[config.mk]
export PLATFORM = sky130hd
export DESIGN_NAME = csr_access_ctrl
export DESIGN_NICKNAME = d
export VERILOG_FILES = /design/src/rtl/cpu_params_pkg.sv /design/src/rtl/csr_arb.sv /design/src/rtl/csr_access_ctrl.sv
export SDC_FILE = /design/constraint.sdc
export NUM_CORES = 1
export LEC_CHECK = 0
export ABC_AREA = 1
export CAP_MARGIN = 20
export CORE_MARGIN = 2
export CORE_UTILIZATION = 59
export DETAILED_ROUTE_END_ITERATION = 8
export DONT_BUFFER_PORTS = 1
export GPL_TIMING_DRIVEN = 0
export HOLD_SLACK_MARGIN = 0.02
export PLACE_DENSITY_LB_ADDON = 0.12
export SLEW_MARGIN = 0
export SYNTH_ARGS = -nofsm -noshare
export SYNTH_HDL_FRONTEND = slang
export SYNTH_HIERARCHICAL = 1
export SYNTH_SLANG_ARGS = --single-unit
[constraint.sdc]
create_clock -name clk_in -period 2.6 [get_ports clk_in]
set_clock_uncertainty 0.1 [all_clocks]
set_input_delay 0.78 -clock clk_in [delete_from_list [all_inputs] [get_ports clk_in]]
set_output_delay 0.78 -clock clk_in [all_outputs]
set_load 0.005 [all_outputs]
[src/rtl/cpu_params_pkg.sv]
// Shared CPU parameters for the CSR access path: data width, CSR op encoding,
// CSR address field positions and the read-modify-write helper.
package cpu_params_pkg;

    // CSR data width
    localparam int RSZ = 32;

    // CSR instruction operation as presented by the pipeline
    typedef enum logic [1:0] {
        CSR_OP_ILL = 2'b00,
        CSR_OP_RW  = 2'b01,
        CSR_OP_RS  = 2'b10,
        CSR_OP_RC  = 2'b11
    } csr_op_t;

    // Address fields, given as offsets from ADDR_W:
    //   read-only space field = addr[ADDR_W-1 : ADDR_W-2]
    //   minimum privilege     = addr[ADDR_W-3 : ADDR_W-4]
    localparam int         CSR_RO_MSB_OFS   = 1;
    localparam int         CSR_PRIV_MSB_OFS = 3;
    localparam logic [1:0] CSR_RO_SPACE     = 2'b11;

    // New register value for a read-modify-write
    function automatic logic [RSZ-1:0] csr_new_value(
        input csr_op_t        op,
        input logic [RSZ-1:0] old_val,
        input logic [RSZ-1:0] wdata
    );
        logic [RSZ-1:0] result;
        case (op)
            CSR_OP_RW: result = wdata;
            CSR_OP_RS: result = old_val | wdata;
            CSR_OP_RC: result = old_val & ~wdata;
            default:   result = old_val;
        endcase
        return result;
    endfunction

endpackage

[src/rtl/csr_arb.sv]
// Trap/pipe arbiter for the CSR store. The trap port normally wins, but once
// TRAP_BURST trap grants have been made while a pipe request was waiting, the
// pipe gets the next grant. Grants are combinational and only given while
// arb_en is high (controller idle).
module csr_arb #(
    parameter int TRAP_BURST = 2
) (
    input  logic clk_in,
    input  logic reset_in,
    input  logic arb_en,
    input  logic pipe_valid,
    input  logic trap_valid,
    output logic pipe_grant,
    output logic trap_grant
);
    localparam int CW = (TRAP_BURST < 1) ? 1 : $clog2(TRAP_BURST + 1);
    localparam logic [CW-1:0] BURST_MAX = CW'(TRAP_BURST);

    logic [CW-1:0] burst_cnt;
    logic          pipe_starved;

    assign pipe_starved = pipe_valid && (burst_cnt == BURST_MAX);
    assign trap_grant   = arb_en && trap_valid && !pipe_starved;
    assign pipe_grant   = arb_en && pipe_valid && !trap_grant;

    // Count trap grants made while the pipe waits; clear on a pipe grant, saturate at the limit
    always_ff @(posedge clk_in or negedge reset_in) begin
        if (!reset_in) begin
            burst_cnt <= '0;
        end else if (pipe_grant) begin
            burst_cnt <= '0;
        end else if (trap_grant && pipe_valid && (burst_cnt != BURST_MAX)) begin
            burst_cnt <= burst_cnt + 1'b1;
        end
    end

endmodule

[src/rtl/csr_access_ctrl.sv]
// CSR access controller: serialises pipeline CSR read-modify-write requests
// (IDLE -> READ -> [WRITE] -> RESP) and single-cycle trap-unit writes onto one
// CSR store port. Build option: define CSR_TRAP_PORT_EN to enable the trap
// port and its arbitration; otherwise the trap port is inert and the pipe is
// always granted.
module csr_access_ctrl
    import cpu_params_pkg::*;
#(
    parameter int ADDR_W     = 12,
    parameter int TRAP_BURST = 2
) (
    input  logic              clk_in,
    input  logic              reset_in,
    input  logic              pipe_req_valid,
    output logic              pipe_req_ready,
    input  logic [1:0]        pipe_op,
    input  logic [ADDR_W-1:0] pipe_addr,
    input  logic [RSZ-1:0]    pipe_wdata,
    input  logic              pipe_wr_suppress,
    input  logic [1:0]        priv_mode,
    output logic              pipe_rsp_valid,
    input  logic              pipe_rsp_ready,
    output logic [RSZ-1:0]    pipe_rsp_rdata,
    output logic              pipe_rsp_illegal,
    input  logic              trap_req_valid,
    output logic              trap_req_ready,
    input  logic [ADDR_W-1:0] trap_addr,
    input  logic [RSZ-1:0]    trap_wdata,
    output logic [ADDR_W-1:0] csr_rd_addr,
    input  logic [RSZ-1:0]    csr_rd_data,
    output logic              csr_wr_en,
    output logic [ADDR_W-1:0] csr_wr_addr,
    output logic [RSZ-1:0]    csr_wr_data
);
    typedef enum logic [1:0] {ST_IDLE, ST_READ, ST_WRITE, ST_RESP} state_t;

    state_t            state;
    logic              run;        // low for the first cycle after reset so no grant races reset release
    csr_op_t           op_q;
    logic [ADDR_W-1:0] addr_q;
    logic [RSZ-1:0]    wdata_q;
    logic              suppress_q;
    logic [1:0]        priv_q;
    logic [RSZ-1:0]    old_q;

    logic arb_en, pipe_grant, trap_grant;
    logic ro_space, no_write, illegal_now;
    logic [1:0] priv_field;

    assign arb_en = run && (state == ST_IDLE);

`ifdef CSR_TRAP_PORT_EN
    csr_arb #(.TRAP_BURST(TRAP_BURST)) u_arb (
        .clk_in     (clk_in),
        .reset_in   (reset_in),
        .arb_en     (arb_en),
        .pipe_valid (pipe_req_valid),
        .trap_valid (trap_req_valid),
        .pipe_grant (pipe_grant),
        .trap_grant (trap_grant)
    );
`else
    assign pipe_grant = arb_en && pipe_req_valid;
    assign trap_grant = 1'b0;
    logic unused_trap;
    assign unused_trap = ^{trap_req_valid, trap_addr, trap_wdata};
`endif

    assign pipe_req_ready = pipe_grant;
    assign trap_req_ready = trap_grant;

    // Legality of the latched request, evaluated while in READ
    assign priv_field  = addr_q[ADDR_W-CSR_PRIV_MSB_OFS -: 2];
    assign ro_space    = (addr_q[ADDR_W-CSR_RO_MSB_OFS -: 2] == CSR_RO_SPACE);
    assign no_write    = suppress_q && ((op_q == CSR_OP_RS) || (op_q == CSR_OP_RC));
    assign illegal_now = (op_q == CSR_OP_ILL) || (priv_field > priv_q) || (ro_space && !no_write);

    assign csr_rd_addr = (state == ST_READ) ? addr_q : '0;

    // Store write port: pipe write in WRITE, trap write in its accept cycle (IDLE only)
    always_comb begin
        csr_wr_en   = 1'b0;
        csr_wr_addr = '0;
        csr_wr_data = '0;
        if (state == ST_WRITE) begin
            csr_wr_en   = 1'b1;
            csr_wr_addr = addr_q;
            csr_wr_data = csr_new_value(op_q, old_q, wdata_q);
        end else if (trap_grant) begin
            csr_wr_en   = 1'b1;
            csr_wr_addr = trap_addr;
            csr_wr_data = trap_wdata;
        end
    end

    // Transaction FSM with registered response outputs
    always_ff @(posedge clk_in or negedge reset_in) begin
        if (!reset_in) begin
            state            <= ST_IDLE;
            run              <= 1'b0;
            op_q             <= CSR_OP_ILL;
            addr_q           <= '0;
            wdata_q          <= '0;
            suppress_q       <= 1'b0;
            priv_q           <= 2'b00;
            old_q            <= '0;
            pipe_rsp_valid   <= 1'b0;
            pipe_rsp_rdata   <= '0;
            pipe_rsp_illegal <= 1'b0;
        end else begin
            run <= 1'b1;
            case (state)
                ST_IDLE: begin
                    if (pipe_grant) begin
                        op_q       <= csr_op_t'(pipe_op);
                        addr_q     <= pipe_addr;
                        wdata_q    <= pipe_wdata;
                        suppress_q <= pipe_wr_suppress;
                        priv_q     <= priv_mode;
                        state      <= ST_READ;
                    end
                end
                ST_READ: begin
                    old_q <= csr_rd_data;
                    if (illegal_now) begin
                        pipe_rsp_valid   <= 1'b1;
                        pipe_rsp_rdata   <= '0;
                        pipe_rsp_illegal <= 1'b1;
                        state            <= ST_RESP;
                    end else if (no_write) begin
                        pipe_rsp_valid   <= 1'b1;
                        pipe_rsp_rdata   <= csr_rd_data;
                        pipe_rsp_illegal <= 1'b0;
                        state            <= ST_RESP;
                    end else begin
                        state <= ST_WRITE;
                    end
                end
                ST_WRITE: begin
                    pipe_rsp_valid   <= 1'b1;
                    pipe_rsp_rdata   <= old_q;
                    pipe_rsp_illegal <= 1'b0;
                    state            <= ST_RESP;
                end
                ST_RESP: begin
                    if (pipe_rsp_ready) begin
                        pipe_rsp_valid   <= 1'b0;
                        pipe_rsp_rdata   <= '0;
                        pipe_rsp_illegal <= 1'b0;
                        state            <= ST_IDLE;
                    end
                end
                default: state <= ST_IDLE;
            endcase
        end
    end

endmodule

Word-level counts from Yosys, hierarchy flattened

Cells that the tools add are included.

Muxes and demuxes: 21
Bitwise gates (word level): 3
Order comparisons: 1
Reduce and logical (&&, ||, !) cells: 14
Equal/unequal tests: 10

Operator list:

| cell               | number |
|---|---|
| $pmux 32 s3        | 2 |
| $mux 32            | 4 |
| $and 32x32->32     | 1 |
| $not 32->32        | 1 |
| $or 32x32->32      | 1 |
| $mux 12            | 2 |
| $eq 2x2->1 const B | 5 |
| $mux 1             | 8 |
| $pmux 2 s4         | 1 |
| $pmux 1 s3         | 2 |
| $eq 2x1->1 const B | 2 |
| $logic_and 1x1->1  | 4 |
| $logic_not 2->1    | 2 |
| $mux 2             | 2 |
| $ne 2x2->1 const B | 2 |
| $reduce_and 2->1   | 2 |
| $logic_or 1x1->1   | 3 |
| $ne 3x3->1 const B | 1 |
| $reduce_and 3->1   | 1 |
| $reduce_bool 3->1  | 1 |
| $gt 2x2->1         | 1 |
| $logic_not 1->1    | 1 |

Logic and storage cells: 60
Output and inout bits: 93
Register bits: 118
Input port bits: 130

Logic depth before layout (Yosys ltp)

Depth in word-level cells: 8
Gate-level depth with buffers: 11
Depth with buffers taken out: 11

Worst setup path before layout

OpenSTA, ideal clock, no wires.

Path kind: reg2out
From: register state[1]
To: output csr_rd_addr[0]
Slack: 0.346 ns
Stages on the path, launching flop included: 8
Data arrival time: 1.374 ns
Path buffers: 3
Data required time: 1.720 ns
Cells stage by stage: dfrtp_1 > inv_1 > ha_1 > clkbuf_1 > buf_2 > buf_2 > nand2_1 > inv_1

Cells in the longest elaborated chain, start to end: 2

Ends and longest elaborated chain:

| what                   | line                   | text |
|---|---|---|
| from (decl)            | csr_access_ctrl.sv:37  | `state_t state;` |
| from (signal assigned) | csr_access_ctrl.sv:99  | `state <= ST_IDLE;` |
| from (signal assigned) | csr_access_ctrl.sv:120 | `state <= ST_READ;` |
| from (signal assigned) | csr_access_ctrl.sv:129 | `state <= ST_RESP;` |
| $eq 2x1->1             | csr_access_ctrl.sv:78  | `assign csr_rd_addr = (state == ST_READ) ? addr_q : '0;` |
| $mux 12                | csr_access_ctrl.sv:78  |  |
| to (decl)              | csr_access_ctrl.sv:29  | `output logic [ADDR_W-1:0] csr_rd_addr,` |

No other way between the ends.

Worst setup path in the final report

From: register op_q[0]
To: output csr_wr_data[17]

Cells in the longest elaborated chain, start to end: 3
Elaborated cells between the ends (all ways): 5
Those cells by class: eq/ne (3); mux (2)

Ends and longest elaborated chain:

| what                                            | line                   | text |
|---|---|---|
| from (decl)                                     | csr_access_ctrl.sv:39  | `csr_op_t op_q;` |
| from (signal assigned)                          | csr_access_ctrl.sv:115 | `op_q <= csr_op_t'(pipe_op);` |
| $eq 2x2->1 / $eq 2x1->1 (equally long branches) | cpu_params_pkg.sv:30   | `case (op)` |
| $pmux 32 s3 *                                   | cpu_params_pkg.sv:30   |  |
| $mux 32 *                                       | csr_access_ctrl.sv:85  | `if (state == ST_WRITE) begin` |
| to (decl)                                       | csr_access_ctrl.sv:33  | `output logic [RSZ-1:0] csr_wr_data` |

Mark *: on every way between the ends. The rest lies on a longest branch, timed or not.

==> out/metrics.sh <==
PORT-BUFFER-COUNT=0
POST_SYNTH_XOR_AREA_FRACTION_PCT=0
IO_PINS=223
END_KIND='primary output'
CORE_MM2=0.0103
FINALWEIGHTEDCONGESTION=0.919
CPPEAKSTAGEDELAY_NS=0.47
CLOCK_TREE.ROOT_CELL='clkbuf_8'
SYNTHTOPCELLSBYAREA='dfrtp_1, nand2_1, nand3_1'
POSTSYNTHREGISTERBITS=118
POST-ROUTE-DRC-COUNT=0
GLOBAL_ROUTE.OVERFLOW_TOTAL=0
DESIGN.FINAL.NETS=1057
HOLD_WS_NS=-0.168
ROUTE.ANTENNA.REMAINING_NETS=0
SYNTHSIMPLEGATEAREAFRAC_PCT=32.8
CRITICAL_PATH_REQUIRED_NS=1.72
VIA_COUNT_OF_THE_FIRST_GLOBAL_ROUTING_PASS=5884
AVGSYNTHCELLAREA_UM2=7.06
WORST_PATH_DOMINANT_CELL_FAMILY='flip-flops'
GRT_UTIL_ALL_LAYERS_PCT=33.2
SYNTH_TOP_FAMILY_BY_AREA='simple AND/OR/NAND/NOR gates'
TIMING.FINAL.SETUP_VIOLATIONS=20
CELL_TAKING_THE_MOST_AREA_AFTER_SYNTHESIS='dfrtp_1'
CRITICAL_PATH_CLASS='flip-flop to primary output'
DIE_AREA_MM2=0.0115
WORSTSKEWPAIRLATENCY_NS=0.54
LEAKAGE_POWER_nW=4.15
FLOORPLAN.ROWS=37
ROUTED_VIA_DENSITY=5.68
FINALWIRELENGTH_UM=18800
DESIGN_AREA_MM2=0.00764
DRT-INITIAL-DRC-COUNT=642
SYNTH.AREA.MUX_SHARE_PCT=0
FIRST_PASS_GRT_WIRE_LENGTH_UM=29100
FMAX_GHz=0.371
LAYOUTNONFILLERINSTCOUNT=1069
CLK_PATH_BUF_DEPTH=2
CRIT_ARRIVAL_NS=1.82
POWER.TOTAL_mW=11.9
TOTAL_INSTANCE_COUNT_AFTER_DETAILED_PLACEMENT=1023
GRT_START_MAX_NET_PINS=119
WORST_PATH_MOST_REPEATED_CELL='nor2_4'
GRT_ANTENNA_BEFORE_REPAIR=0
SYNTHFLOPTYPE='dfrtp_1'
TIMING.FINAL.CRIT_PERIOD_NS=2.70
SETUP_TOTAL_NEGATIVE_SLACK_NS=-0.991
DIEWIDTH_UM=107
LAYOUT_STAGE_AREA_GROWTH_OVER_THE_SYNTHESIS_RESULT_PCT=22.0
CLOCK-SINKS=118
CRIT_PATH_MAX_FANOUT=6
AVGROUTEDWIREPERCELL_UM=17.6
DIEHEIGHT_UM=107
SYNTH_ASYNC_SR_FLOP_SHARE_PCT=100
WORSTPATHBUFFERINVERTERCOUNT=2
CP_SLOWEST_CELL='dfrtp_2'
HOLDCRITPATHCLASS='primary input to asynchronous set/reset pin'
TIMING.MAX_SLEW.REL_SLACK_PCT=64.5
VIA_COUNT=6073
YOSYSTOPAREACELLSHARE_PCT=47.1
FINAL_LAYOUT_SIZE_SUFFIX_GT1_SHARE_PCT=15.1
SYNTH_FA_HA_AREA_SHARE_PCT=1.40
SYNTHESIS.NETS=1024
VIOLATIONS='hold timing, setup timing'
DETAILED_PLACE.AREA_MM2=0.00643
SYNTHESIS.AREA_MM2=0.00626
GRT_SETUP_UNREPAIRED='yes'
POSTLAYOUTSETUPSLACKWORST_NS=-0.0971
PERIOD_SHARE_PCT=104
DP_HPWL_UM=12500
HOLD_VIOL=118
POWER_PER_CELL_AREA_mW_PER_MM2=1550
VDD_IR_DROP_MAX_mV=0.772
COUNT_OF_FLIP_FLOPS_WITH_A_BUILT_IN_ENABLE_AFTER_SYNTHESIS=0
HTREE_LEVELS=4
WORST_SLEW_PIN_SLEW_NS=0.532
FINAL-MAX-SLEW-VIOLATION-COUNT=0
CTS_BUFFERS=17
NUMBER_OF_INSTANCES_IN_THE_SYNTHESIZED_NETLIST=887
DETAIL_ROUTE.FIRST_PASS.ITERATIONS=7
FLOORPLAN.INITIALDENSITY_PCT=60.7
SYNTH-COMPOUND-AREA-SHARE_PCT=8.31
MAX_CAP_VIOLATIONS=0
STATUS='finished with violations'
YOSYS_WARNINGS=6
TRITONCTS='built'
SEQ_AREA_FRAC_SYNTH_PCT=47.1
CRIT_PATH_START_KIND='flip-flop'
WORSTPATHCELLLIST='nor2_4, buf_6, nor2_4, buf_12, nand2_1, a21oi_2'
POST_SYNTH_NUM_CELL_TYPES=21
ANTENNADIODECOUNT=0
CTS.CLK_SLEW.WORST_PATHS_NS=0.06
## report_power, final
group / switching (mW) / internal, mW
registers: 0.721 / 2.70
logic: 3.88 / 2.16
clock network: 0.932 / 1.48
## synthesized netlist by cell type, types with 2 or more instances
| master | n |
|---|---|
| nand2_1 | 328 |
| conb_1 | 2 |
| inv_1 | 97 |
| buf_2 | 19 |
| nor2_1 | 66 |
| nor2_4 | 3 |
| buf_1 | 3 |
| ha_1 | 7 |
| clkinv_1 | 2 |
| clkbuf_1 | 28 |
| o21ai_0 | 38 |
| buf_6 | 3 |
| nand3_1 | 84 |
| nor3_1 | 16 |
| buf_4 | 3 |
| dfrtp_1 | 118 |
| a21oi_1 | 66 |
## cells by family (layout without fill, tap and decap cells)
kind of cell             after synthesis  in the layout
AO/OA/AOI/OAI                        104            104
adder cells (fa/ha/maj)                7              7
buffers and inverters                156            202
flip-flops                           118            118
other                                  2              2
AND/OR/NAND/NOR                      500            500
## layout by cell type, fill, tap and decap left out, types with 3 or more instances in the layout
| cell type | instances |
|---|---|
| nand2_1 | 312 |
| dfrtp_1 | 116 |
| inv_1 | 94 |
| nand3_1 | 80 |
| nor2_1 | 66 |
| a21oi_1 | 50 |
| o21ai_0 | 26 |
| clkbuf_16 | 17 |
| clkbuf_1 | 17 |
| buf_4 | 14 |
| buf_6 | 12 |
| o21ai_1 | 12 |
| buf_2 | 12 |
| a21oi_4 | 11 |
| nand2_2 | 10 |
| nor3_1 | 10 |
| nand2_4 | 7 |
| nor3_2 | 6 |
| inv_6 | 6 |
| a21oi_2 | 5 |
| buf_8 | 4 |
| clkbuf_8 | 4 |
| clkinv_4 | 4 |
| ha_1 | 4 |
| nor2_4 | 3 |
| nand3_2 | 3 |
| buf_1 | 3 |
| ha_4 | 3 |
| clkinvlp_4 | 3 |
| bufinv_16 | 3 |
## final cells by class
type	count	area, um^2
multi-input cells	613	2980
flip-flops and latches	118	2960
fillers	822	2690
clock buffers	17	414
inverters	100	393
plain buffers	53	384
clock inverters	15	191
well taps	136	170
repair buffers	17	155
## state kept, by name (all words and copies together) (netlist names)
signal / flops
addr_q: 12
old_q: 32
op_q: 2
pipe_rsp_illegal: 1
pipe_rsp_rdata: 32
pipe_rsp_valid: 1
priv_q: 2
run: 1
state: 2
suppress_q: 1
wdata_q: 32
## repair_timing
action                                  in CTS  in global routing
endpoints found under the setup margin      57                 46
resized for setup                          105                 38
buffers inserted                             8                  6
pin swaps                                   12                 18
gates cloned                                 3                  0
hold endpoints to repair                   118                118
## final timing paths
path / start / depth (start not counted) / endpoint / slack, ns
worst min-delay path: reset_in / 0 / wdata_q[9] / -0.17
worst max register to register: state[0] / 8 / pipe_rsp_rdata[4] / 0.32
worst min register to register: suppress_q / 2 / suppress_q / 0.40
max in group asynchronous: reset_in / 0 / old_q[16] / 2.39
worst max-delay path: op_q[0] / 6 / csr_wr_data[17] / -0.1
min in group clk_in: pipe_addr[4] / 2 / addr_q[4] / 0.25
## layer usage
layer  GRT usage, %  wire length, um  up-vias
met5              0                0        -
met4           13.6              603        0
met3           9.18             1520       46
met2           53.1             9090      309
met1           42.6             7590     2903
li1               -                -     2815
## stage by stage
stage / utilization [%] / worst slack [ns] / hold WS [ns]
3_3_place_gp: 62.3 / -0.00176 / 0.371
5_1_grt: 74.0 / -0.134 / -0.188
2_1_floorplan: - / 0.346 / 0.349
6_report: 74.0 / -0.0971 / -0.168
4_1_cts: 72.5 / -0.0436 / -0.173
3_5_place_dp: 62.3 / -0.0339 / 0.387
(Power assumes the default switching activity.)
